File: config.mk
export PLATFORM = sky130hd
export DESIGN_NAME = hazard_forward_unit
export DESIGN_NICKNAME = d
export VERILOG_FILES = /design/src/rtl/hazard_forward_unit.sv
export SDC_FILE = /design/constraint.sdc
export NUM_CORES = 1
export LEC_CHECK = 0
export ABC_AREA = 0
export CORE_MARGIN = 1
export CORE_UTILIZATION = 64
export DETAILED_ROUTE_END_ITERATION = 10
export DONT_BUFFER_PORTS = 1
export PLACE_DENSITY = 0.83
export RECOVER_POWER = 50
export SLEW_MARGIN = 5
export SYNTH_ARGS = -nofsm -noshare
export SYNTH_HDL_FRONTEND = slang
export SYNTH_SLANG_ARGS = --single-unit
File: constraint.sdc
create_clock -name i_clk -period 4.9 [get_ports i_clk]
set_input_delay 0.735 -clock i_clk [delete_from_list [all_inputs] [get_ports i_clk]]
set_output_delay 0.735 -clock i_clk [all_outputs]
set_load 0.1 [all_outputs]
File: src/rtl/hazard_forward_unit.sv
// ============================================================================
// hazard_forward_unit
// ----------------------------------------------------------------------------
// Operand forwarding, hazard stall sequencing and event counters for the
// 5-stage MIPS pipeline. Sits beside the ID/EX pipeline registers.
//
// Ports:
//   i_clk, i_reset          pipeline clock, synchronous active-high reset
//   i_instr_rs_D/rt_D       source registers of the instruction in ID
//   i_instr_rs_E/rt_E       source registers of the instruction in EX
//   i_write_reg_E/M/W       destination register in EX / MEM / WB
//   i_reg_write_E/M/W       RegWrite in EX / MEM / WB
//   i_mem_to_reg_E/M        instruction in EX / MEM is a load
//   i_branch_D              instruction in ID is a branch
//   i_halt                  external freeze from the debug unit
//   i_clear_cnt             zero the performance counters
//   o_forward_a/b_FU        ALU operand select  (00 RF, 01 WB, 10 MEM)
//   o_forward_eq_a/b_FU     comparator operand select, same encoding
//   o_stall_F, o_stall_D    hold PC and IF/ID
//   o_flush_E               insert a bubble into ID/EX
//   o_stall_count           saturating count of flush (bubble) cycles
//   o_fwd_count             saturating count of cycles with ALU forwarding
// ============================================================================
module hazard_forward_unit #(
    parameter int REG_ADDR_W = 5,
    parameter int FORW_EQ    = 2,
    parameter int FORW_ALU   = 2,
    parameter int CNT_W      = 16
) (
    input  logic                  i_clk,
    input  logic                  i_reset,
    input  logic [REG_ADDR_W-1:0] i_instr_rs_D,
    input  logic [REG_ADDR_W-1:0] i_instr_rt_D,
    input  logic [REG_ADDR_W-1:0] i_instr_rs_E,
    input  logic [REG_ADDR_W-1:0] i_instr_rt_E,
    input  logic [REG_ADDR_W-1:0] i_write_reg_E,
    input  logic [REG_ADDR_W-1:0] i_write_reg_M,
    input  logic [REG_ADDR_W-1:0] i_write_reg_W,
    input  logic                  i_reg_write_E,
    input  logic                  i_reg_write_M,
    input  logic                  i_reg_write_W,
    input  logic                  i_mem_to_reg_E,
    input  logic                  i_mem_to_reg_M,
    input  logic                  i_branch_D,
    input  logic                  i_halt,
    input  logic                  i_clear_cnt,
    output logic [FORW_ALU-1:0]   o_forward_a_FU,
    output logic [FORW_ALU-1:0]   o_forward_b_FU,
    output logic [FORW_EQ-1:0]    o_forward_eq_a_FU,
    output logic [FORW_EQ-1:0]    o_forward_eq_b_FU,
    output logic                  o_stall_F,
    output logic                  o_stall_D,
    output logic                  o_flush_E,
    output logic [CNT_W-1:0]      o_stall_count,
    output logic [CNT_W-1:0]      o_fwd_count
);

    typedef enum logic {
        S_RUN   = 1'b0,
        S_STALL = 1'b1
    } state_t;

    localparam logic [1:0] SEL_RF  = 2'b00;
    localparam logic [1:0] SEL_WB  = 2'b01;
    localparam logic [1:0] SEL_MEM = 2'b10;

    // ------------------------------------------------------------------------
    // Forwarding select: MEM beats WB; register 0 is hard-wired and never
    // forwarded even if some stage claims to write it.
    // ------------------------------------------------------------------------
    function automatic logic [1:0] fwd_sel(
        input logic [REG_ADDR_W-1:0] src,
        input logic [REG_ADDR_W-1:0] wr_m,
        input logic                  rw_m,
        input logic [REG_ADDR_W-1:0] wr_w,
        input logic                  rw_w
    );
        logic [1:0] sel;
        sel = SEL_RF;
        if (src != '0) begin
            if (rw_m && (src == wr_m))
                sel = SEL_MEM;
            else if (rw_w && (src == wr_w))
                sel = SEL_WB;
        end
        return sel;
    endfunction

    logic [1:0] w_sel_a;
    logic [1:0] w_sel_b;
    logic [1:0] w_sel_eq_a;
    logic [1:0] w_sel_eq_b;

    assign w_sel_a    = fwd_sel(i_instr_rs_E, i_write_reg_M, i_reg_write_M,
                                i_write_reg_W, i_reg_write_W);
    assign w_sel_b    = fwd_sel(i_instr_rt_E, i_write_reg_M, i_reg_write_M,
                                i_write_reg_W, i_reg_write_W);
    assign w_sel_eq_a = fwd_sel(i_instr_rs_D, i_write_reg_M, i_reg_write_M,
                                i_write_reg_W, i_reg_write_W);
    assign w_sel_eq_b = fwd_sel(i_instr_rt_D, i_write_reg_M, i_reg_write_M,
                                i_write_reg_W, i_reg_write_W);

    // All outputs are forced low while reset is held, including the
    // combinational selects.
    logic [FORW_ALU-1:0] w_fwd_a;
    logic [FORW_ALU-1:0] w_fwd_b;

    assign w_fwd_a           = i_reset ? '0 : FORW_ALU'(w_sel_a);
    assign w_fwd_b           = i_reset ? '0 : FORW_ALU'(w_sel_b);
    assign o_forward_a_FU    = w_fwd_a;
    assign o_forward_b_FU    = w_fwd_b;
    assign o_forward_eq_a_FU = i_reset ? '0 : FORW_EQ'(w_sel_eq_a);
    assign o_forward_eq_b_FU = i_reset ? '0 : FORW_EQ'(w_sel_eq_b);

    // ------------------------------------------------------------------------
    // Hazard detection. A destination of register 0 never creates a
    // dependency, so the EX/MEM hit terms exclude it up front.
    // ------------------------------------------------------------------------
    logic w_hit_E;
    logic w_hit_M;
    logic w_lw_hz;
    logic w_br_alu_hz;
    logic w_br_ld_E;
    logic w_br_ld_M;
    logic [1:0] w_need;

    assign w_hit_E = (i_write_reg_E != '0) &&
                     ((i_write_reg_E == i_instr_rs_D) || (i_write_reg_E == i_instr_rt_D));
    assign w_hit_M = (i_write_reg_M != '0) &&
                     ((i_write_reg_M == i_instr_rs_D) || (i_write_reg_M == i_instr_rt_D));

    assign w_lw_hz     = i_mem_to_reg_E & w_hit_E;
    assign w_br_alu_hz = i_branch_D & i_reg_write_E & ~i_mem_to_reg_E & w_hit_E;
    assign w_br_ld_E   = i_branch_D & w_lw_hz;
    assign w_br_ld_M   = i_branch_D & i_mem_to_reg_M & w_hit_M;

    // Required stall cycles: the maximum over all active hazards.
    assign w_need = w_br_ld_E                            ? 2'd2 :
                    (w_lw_hz | w_br_alu_hz | w_br_ld_M) ? 2'd1 :
                                                           2'd0;

    // ------------------------------------------------------------------------
    // Stall sequencer. A 1-cycle need is served entirely in RUN; a 2-cycle
    // need spends its second cycle in STALL, where cnt counts the cycles
    // still owed after the current one plus one (exits when cnt == 1).
    // ------------------------------------------------------------------------
    state_t     r_state;
    state_t     w_next_state;
    logic [1:0] r_cnt;
    logic [1:0] w_next_cnt;
    logic       w_stall;
    logic       w_flush;

    always_ff @(posedge i_clk) begin
        if (i_reset) begin
            r_state <= S_RUN;
            r_cnt   <= 2'd0;
        end else begin
            r_state <= w_next_state;
            r_cnt   <= w_next_cnt;
        end
    end

    always_comb begin
        w_next_state = r_state;
        w_next_cnt   = r_cnt;
        w_stall      = 1'b0;
        w_flush      = 1'b0;
        if (i_reset) begin
            w_next_state = S_RUN;
            w_next_cnt   = 2'd0;
        end else if (i_halt) begin
            // Freeze the front end without injecting bubbles; the sequence
            // picks up where it stopped once halt drops.
            w_stall = 1'b1;
        end else begin
            unique case (r_state)
                S_RUN: begin
                    if (w_need != 2'd0) begin
                        w_stall = 1'b1;
                        w_flush = 1'b1;
                    end
                    if (w_need == 2'd2) begin
                        w_next_state = S_STALL;
                        w_next_cnt   = 2'd1;
                    end
                end
                S_STALL: begin
                    w_stall    = 1'b1;
                    w_flush    = 1'b1;
                    w_next_cnt = r_cnt - 2'd1;
                    // cnt == 0 is unreachable; treat it as done for safety.
                    if (r_cnt <= 2'd1) begin
                        w_next_state = S_RUN;
                        w_next_cnt   = 2'd0;
                    end
                end
                default: begin
                    w_next_state = S_RUN;
                    w_next_cnt   = 2'd0;
                end
            endcase
        end
    end

    assign o_stall_F = w_stall;
    assign o_stall_D = w_stall;
    assign o_flush_E = w_flush;

    // ------------------------------------------------------------------------
    // Saturating event counters. Clear has priority over an increment in the
    // same cycle.
    // ------------------------------------------------------------------------
    logic [CNT_W-1:0] r_stall_count;
    logic [CNT_W-1:0] r_fwd_count;
    logic             w_fwd_evt;

    assign w_fwd_evt = (w_fwd_a != '0) || (w_fwd_b != '0);

    always_ff @(posedge i_clk) begin
        if (i_reset || i_clear_cnt) begin
            r_stall_count <= '0;
            r_fwd_count   <= '0;
        end else begin
            if (w_flush && (r_stall_count != {CNT_W{1'b1}}))
                r_stall_count <= r_stall_count + 1'b1;
            if (w_fwd_evt && (r_fwd_count != {CNT_W{1'b1}}))
                r_fwd_count <= r_fwd_count + 1'b1;
        end
    end

    assign o_stall_count = r_stall_count;
    assign o_fwd_count   = r_fwd_count;

endmodule
Word level (Yosys, flattened, before mapping)
Cells that the tools add are included.
{"block": "totals", "out_inout_bits": 43, "ff_bits": 35}
{"block": "classes", "n_eq_ne": 16, "add_sub_neg": 3, "n_reduce_logical": 26, "order_cmp": 1, "bitwise_logic": 12, "n_mux": 30}
{"operator": "== test 5 bit", "n": 12}
{"operator": "adder 16 x 1 -> 16 bit, second input constant", "n": 2}
{"operator": "inequality test 16 bit, second input constant", "n": 2}
{"operator": "two-way mux 2 bit", "n": 15}
{"operator": "nonzero test 5 bit", "n": 6}
{"operator": "logical AND 1 bit", "n": 12}
{"operator": "two-way mux 1 bit", "n": 12}
{"operator": "bitwise AND 1 bit", "n": 7}
{"operator": "nonzero test 2 bit", "n": 3}
{"operator": "logical OR 1 bit", "n": 4}
{"operator": "one-hot mux 1 bit (2 select lines)", "n": 2}
{"operator": "one-hot mux 2 bit (2 select lines)", "n": 1}
{"operator": "inverter 1 bit", "n": 3}
{"operator": "== test 2 bit, second input constant", "n": 1}
{"operator": "less-or-equal comparator 2 x 1 -> 1 bit, second input constant", "n": 1}
{"operator": "inequality test 2 bit, second input constant", "n": 1}
{"operator": "OR 1 bit", "n": 2}
{"operator": "AND reduction 2 bit", "n": 1}
{"operator": "subtractor 2 x 1 -> 2 bit, second input constant", "n": 1}

Logic depth before layout (Yosys ltp)
{"block": "logic_depth", "depth_word": 14, "mapped_depth": 9, "mapped_depth_nobuf": 7}

Least setup slack after synthesis
No wires, ideal clock.
{"block": "synth_path", "kind": "input to output", "from": "input i_write_reg_M[0]", "to": "output o_forward_eq_b_FU[0]", "cell_stages": 6, "path_slack_ns": -1.860, "t_required_ns": 4.165, "t_arrival_ns": 6.025, "n_path_buf": 1, "cell_sequence": "clkbuf_1 -> xor2_1 -> nor3_1 -> nand3_1 -> inv_1 -> a2111oi_0"}
{"block": "synth_between", "elab_chain_cells": 5}
{"item": "start, declared", "line_no": "37", "rtl": "input logic [REG_ADDR_W-1:0] i_write_reg_M,"}
{"item": "== test 5 bit", "line_no": "81", "rtl": "if (rw_m && (src == wr_m))"}
{"item": "logical AND 1 bit", "line_no": "81"}
{"item": "two-way mux 2 bit", "line_no": "81"}
{"item": "two-way mux 2 bit", "line_no": "80", "rtl": "if (src != '0) begin"}
{"item": "two-way mux 2 bit", "line_no": "113", "rtl": "assign o_forward_eq_b_FU = i_reset ? '0 : FORW_EQ'(w_sel_eq_b);"}
{"item": "end, declared", "line_no": "50", "rtl": "output logic [FORW_EQ-1:0] o_forward_eq_b_FU,"}
Every way passes these cells.

Worst setup path in the final report
{"block": "layout_path", "from": "register r_stall_count[3], in the netlist o_stall_count[3]", "to": "register r_stall_count[6], in the netlist o_stall_count[6]"}
{"block": "layout_between", "elab_chain_cells": 2, "elab_cells_between_ends": 3, "cone_classes": "1 x add/sub; 1 x eq/ne; 1 x reduce/logical"}
{"item": "start, declared", "line_no": "214", "rtl": "logic [CNT_W-1:0] r_stall_count;"}
{"item": "start signal, assigned", "line_no": "226", "rtl": "r_stall_count <= r_stall_count + 1'b1;"}
{"item": "branches (longest 2 deep; another with adder 16 x 1 -> 16 bit)"}
Several ways; the timed one is not identified.
A chain may end at the register's enable or synchronous reset.

==> results.txt <==
The shortest period the worst path allows is roughly 3.3 ns. STA classifies the critical path endpoint as a register. The critical register-to-register path startpoint is o_stall_count[3]$_SDFFE_PP0P_. The areal power density over the cells came out at 212.5 nW/um2. Summing every instance area after synthesis gives ~2600 um2. In this run the worst hold path is classified as reg -> reg.

The first-pass GRT wire length is 10410 um. The highest clock frequency the design can meet came out at between 0.2 and 0.3 GHz. VDD sags by at most roughly 0.22 mV. The analysis attributes to cell leakage a power of 0.8850 nW. The met2 track demand over resource came out at between 50% and 60%.

The I/O pin count is 88. The worst register-to-register path ends at o_stall_count[6]$_SDFFE_PP0P_. The H-tree generated during clock tree synthesis spans 2 levels. The share of synthesized cell area in full adder, half adder and majority cells is 0.9681%. The clock tree from TritonCTS is done. The number of register bits inferred by synthesis came out at 35. The commonest cells after synthesis are dfxtp_1, xnor2_1, nor2_1, xor2_1. The final hold slack came out at 0.4637 ns. The final weighted congestion of routability-driven global placement is 0.9081.

The clock tree skew after final layout is 0.005363 ns. The clock sink total came out at 35. The total wire length came out at about 6300 um.

The post-route netlist has between 10% and 20% of its cells at a drive strength greater than 1. Summing the areas of all compound-gate instances in the mapped netlist gives 19.22% of the synthesized area. The max-slew violation total from the final report came out at 0. The number of hold-slack violations in the final timing report came out at 0. dfxtp_1 takes more of the synthesized area than any other cell. The critical path goes through clkbuf_1 -> and4_1 -> and3_1 -> nand3_1 -> o31a_1 -> o311ai_1 -> o21ai_0 -> a21oi_1. The maximum count of clock buffers along a single path came out at 2.

The synthesized instance count is 320. The count of antenna diodes in the layout came out at 0. After synthesis, the cell types taking the most area are dfxtp_1, xnor2_1, xor2_1, a21oi_1, nor2_1. Along the worst path, the maximum fanout reaches 11.

The pin slew with the least headroom to its limit is ~1.4 ns. The floorplan die height came out at 65.56 um. The average instance area after synthesis came out at 8.078 um2.

The placeable core region came out at around 3800 um2. The setup path with the least slack is of type reg -> reg. The run finished with clean final reports.

The aggregate negative setup slack is 0 ns. The share of the cycle needed by the critical path after routing is 68.31%. The TritonCTS buffer count came out at 5.

Global routing used 7.292% of the available met3 tracks. Counting buffers and inverters, the worst setup path is 8 cells deep. The final core utilization is 75.38%. The routed via count divided by cell count came out at 6.504. The number of buffers added to fix hold violations after cts came out at 0. The logic depth of the worst register-to-register path came out at 8. The number of buffer and inverter instances along the worst setup path came out at 1.

The number of synthesis warnings is 0. The count of endpoints failing setup in the final report is 0. The initial utilization of the core area, before any placement, comes to 68.55%. The number of port buffers is 0. In the synthesized netlist the async set-or-reset flop fraction comes to 0%.

The final net count is between 300 and 400. The number of nets produced by synthesis came out at 367. Summing the areas of all xor and xnor instances in the mapped netlist gives 19.65% of the synthesized area. The worst setup path is launched from a register. The clock transition at the registers of the reported paths is 0.07 ns.

The largest incremental delay on the critical path is slightly above 1 ns. The required time at the worst-slack endpoint is 5.11 ns. The pin count of the biggest net entering global routing is 33. The minimum setup slack among reg-to-reg paths came out at 1.55 ns. In this run the most used layer during global routing was met2. The last element of the critical path is o_stall_count[6]$_SDFFE_PP0P_.

The count of flip-flops with a built-in enable after synthesis is 0. The first-pass iteration count of the detailed router is 5. The post-CTS setup buffer count came out at 0. The via count of the first global-routing pass was 2276. The aggregate global routing overflow came out at 0. Setup repair after global routing left no endpoint under its margin. The category of cells accounting for the largest share of critical-path delay is compound AO/OA/AOI/OAI gates.

The layout-stage area growth over the synthesis result is 9.971%. The source of the critical timing path is o_stall_count[3]$_SDFFE_PP0P_. The arrival time at the worst endpoint came out at 3.56 ns.

The count of nets left with antenna violations once routing finished came out at 0. The startpoint of the worst hold path is r_cnt[1]$_SDFFE_PP0P_. The top-area cell type share of the netlist area came out at between 20 and 30%. The root buffer cell is clkbuf_8. By area, the combinational part of the netlist is dominated by simple AND/OR/NAND/NOR gates. The detailed placement HPWL came out at 4772 um.

Headroom to the max-slew limit came out at 4.625%. The number of vias after detailed routing came out at 2439. The area of the die came out at approximately 4300 um2. The number of antenna violations at the first check in global routing came out at 0.

The max-capacitance violation count came out at 0. The slowest stage of the critical path is the clkbuf_1 cell. The most used flip-flop cell after synthesis is dfxtp_1. The floorplan die width came out at 65.56 um.

The share of synthesized area occupied by flip-flops and latches is 27.11%. The row count is 22. The DRC violation total after the first TritonRoute iteration is 204. Summing the areas of all and, or, nand and nor instances in the mapped netlist gives about 28% of the synthesized area. The residual DRC count is 0.

Yosys mapped the design onto 55 distinct sky130hd cell types. The clock insertion delay at the later pin of the skew report is 0.28 ns. After detailed routing, the average wire length per cell comes to between 15 and 20 um. In the global route stage, overall resource usage came out at 30.83%. The post-cts sizing count came out at 0. Global routing used 39.60% of the available met1 tracks. The multiplexer area fraction after synthesis came out at 0.7744%.
-- cell usage in the layout (no fill, tap or decap), drive strengths merged, types with 2 or more instances in the layout --
cell     instances
and3             5
nor2            27
and2             3
nor4             5
mux2i            2
or4              6
xor2            23
xnor2           35
buf              4
a211oi           8
a31o             4
or3             15
ha               2
nand3           13
nand2           22
or2              2
nand4            9
and4             2
o311ai           3
o21ai           15
a41o             2
nor3            12
a2111oi          3
clkbuf          18
a21oi           24
inv             13
dfxtp           35
o211ai           2
-- where the power goes --
part | leakage (nW) | internal (W) | switching [W]
Sequential | 0.282 | 0.000285 | 0.00000202
Clock | 0.0505 | 0.000128 | 0.000106
Combinational | 0.553 | 0.0000358 | 0.0000474
-- registers in the layout, summed over array words and instances, names as in the netlist --
register / cells
r_cnt: 2
r_state: 1
o_fwd_count: 16
o_stall_count: 16
-- worst min-delay path by stage --
stage,cells after the start,slack [ns],end
floorplan,2,0.43,r_cnt[1]$_SDFFE_PP0P_
global placement,2,0.45,r_cnt[1]$_SDFFE_PP0P_
detailed placement,2,0.45,r_cnt[1]$_SDFFE_PP0P_
CTS,2,0.46,r_cnt[1]$_SDFFE_PP0P_
global route,2,0.49,r_cnt[1]$_SDFFE_PP0P_
finish,2,0.46,r_cnt[1]$_SDFFE_PP0P_
-- metal layers --
| metal | part of all wire [%] | vias up |
|---|---|---|
| li1 | - | 1161 |
| met1 | 42 | 1157 |
| met2 | 49 | 112 |
| met3 | 8.5 | 9 |
| met4 | 0.76 | 0 |
| met5 | 0 | - |
-- worst reg2reg max path, stage by stage, from the launching register on --
cell and delay, ns:
dfxtp_1 0.31, clkbuf_1 1.02, and4_1 0.43, and3_1 0.19, nand3_1 0.13, o31a_1 0.41
o311ai_1 0.36, o21ai_0 0.22, a21oi_1 0.20
-- through the flow --
stage	instance area (um2)	total power, W	instances	setup WS (ns)
after floorplan	2597	0.0003714	320	0.3343
after global placement	2811	0.0003753	367	1.704
after detailed placement	2811	0.0003767	367	1.670
after CTS	2915	0.0006050	375	1.669
after global routing	2843	0.0006247	375	1.404
final	2843	0.0006042	375	1.553
-- cell type report --
cell class              instances  area [um2]
multi-input cells             256        1837
fillers                       279       928.4
flip-flops and latches         35       700.7
clock buffers                   7       96.34
repair buffers                 15       92.59
well taps                      48       60.06
inverters                      13       48.80
clock inverters                 1       7.507
-- logic make-up (layout without fill, tap and decap cells) --
group                    after synthesis  count (layout)
multiplexers                           2               2
XOR/XNOR                              58              58
flip-flops                            35              35
AO/OA/AOI/OAI                         68              68
adder cells (fa/ha/maj)                2               2
buffers and inverters                 29              36
AND/OR/NAND/NOR                      126             126
No activity file was read; power rests on OpenSTA's default activity.
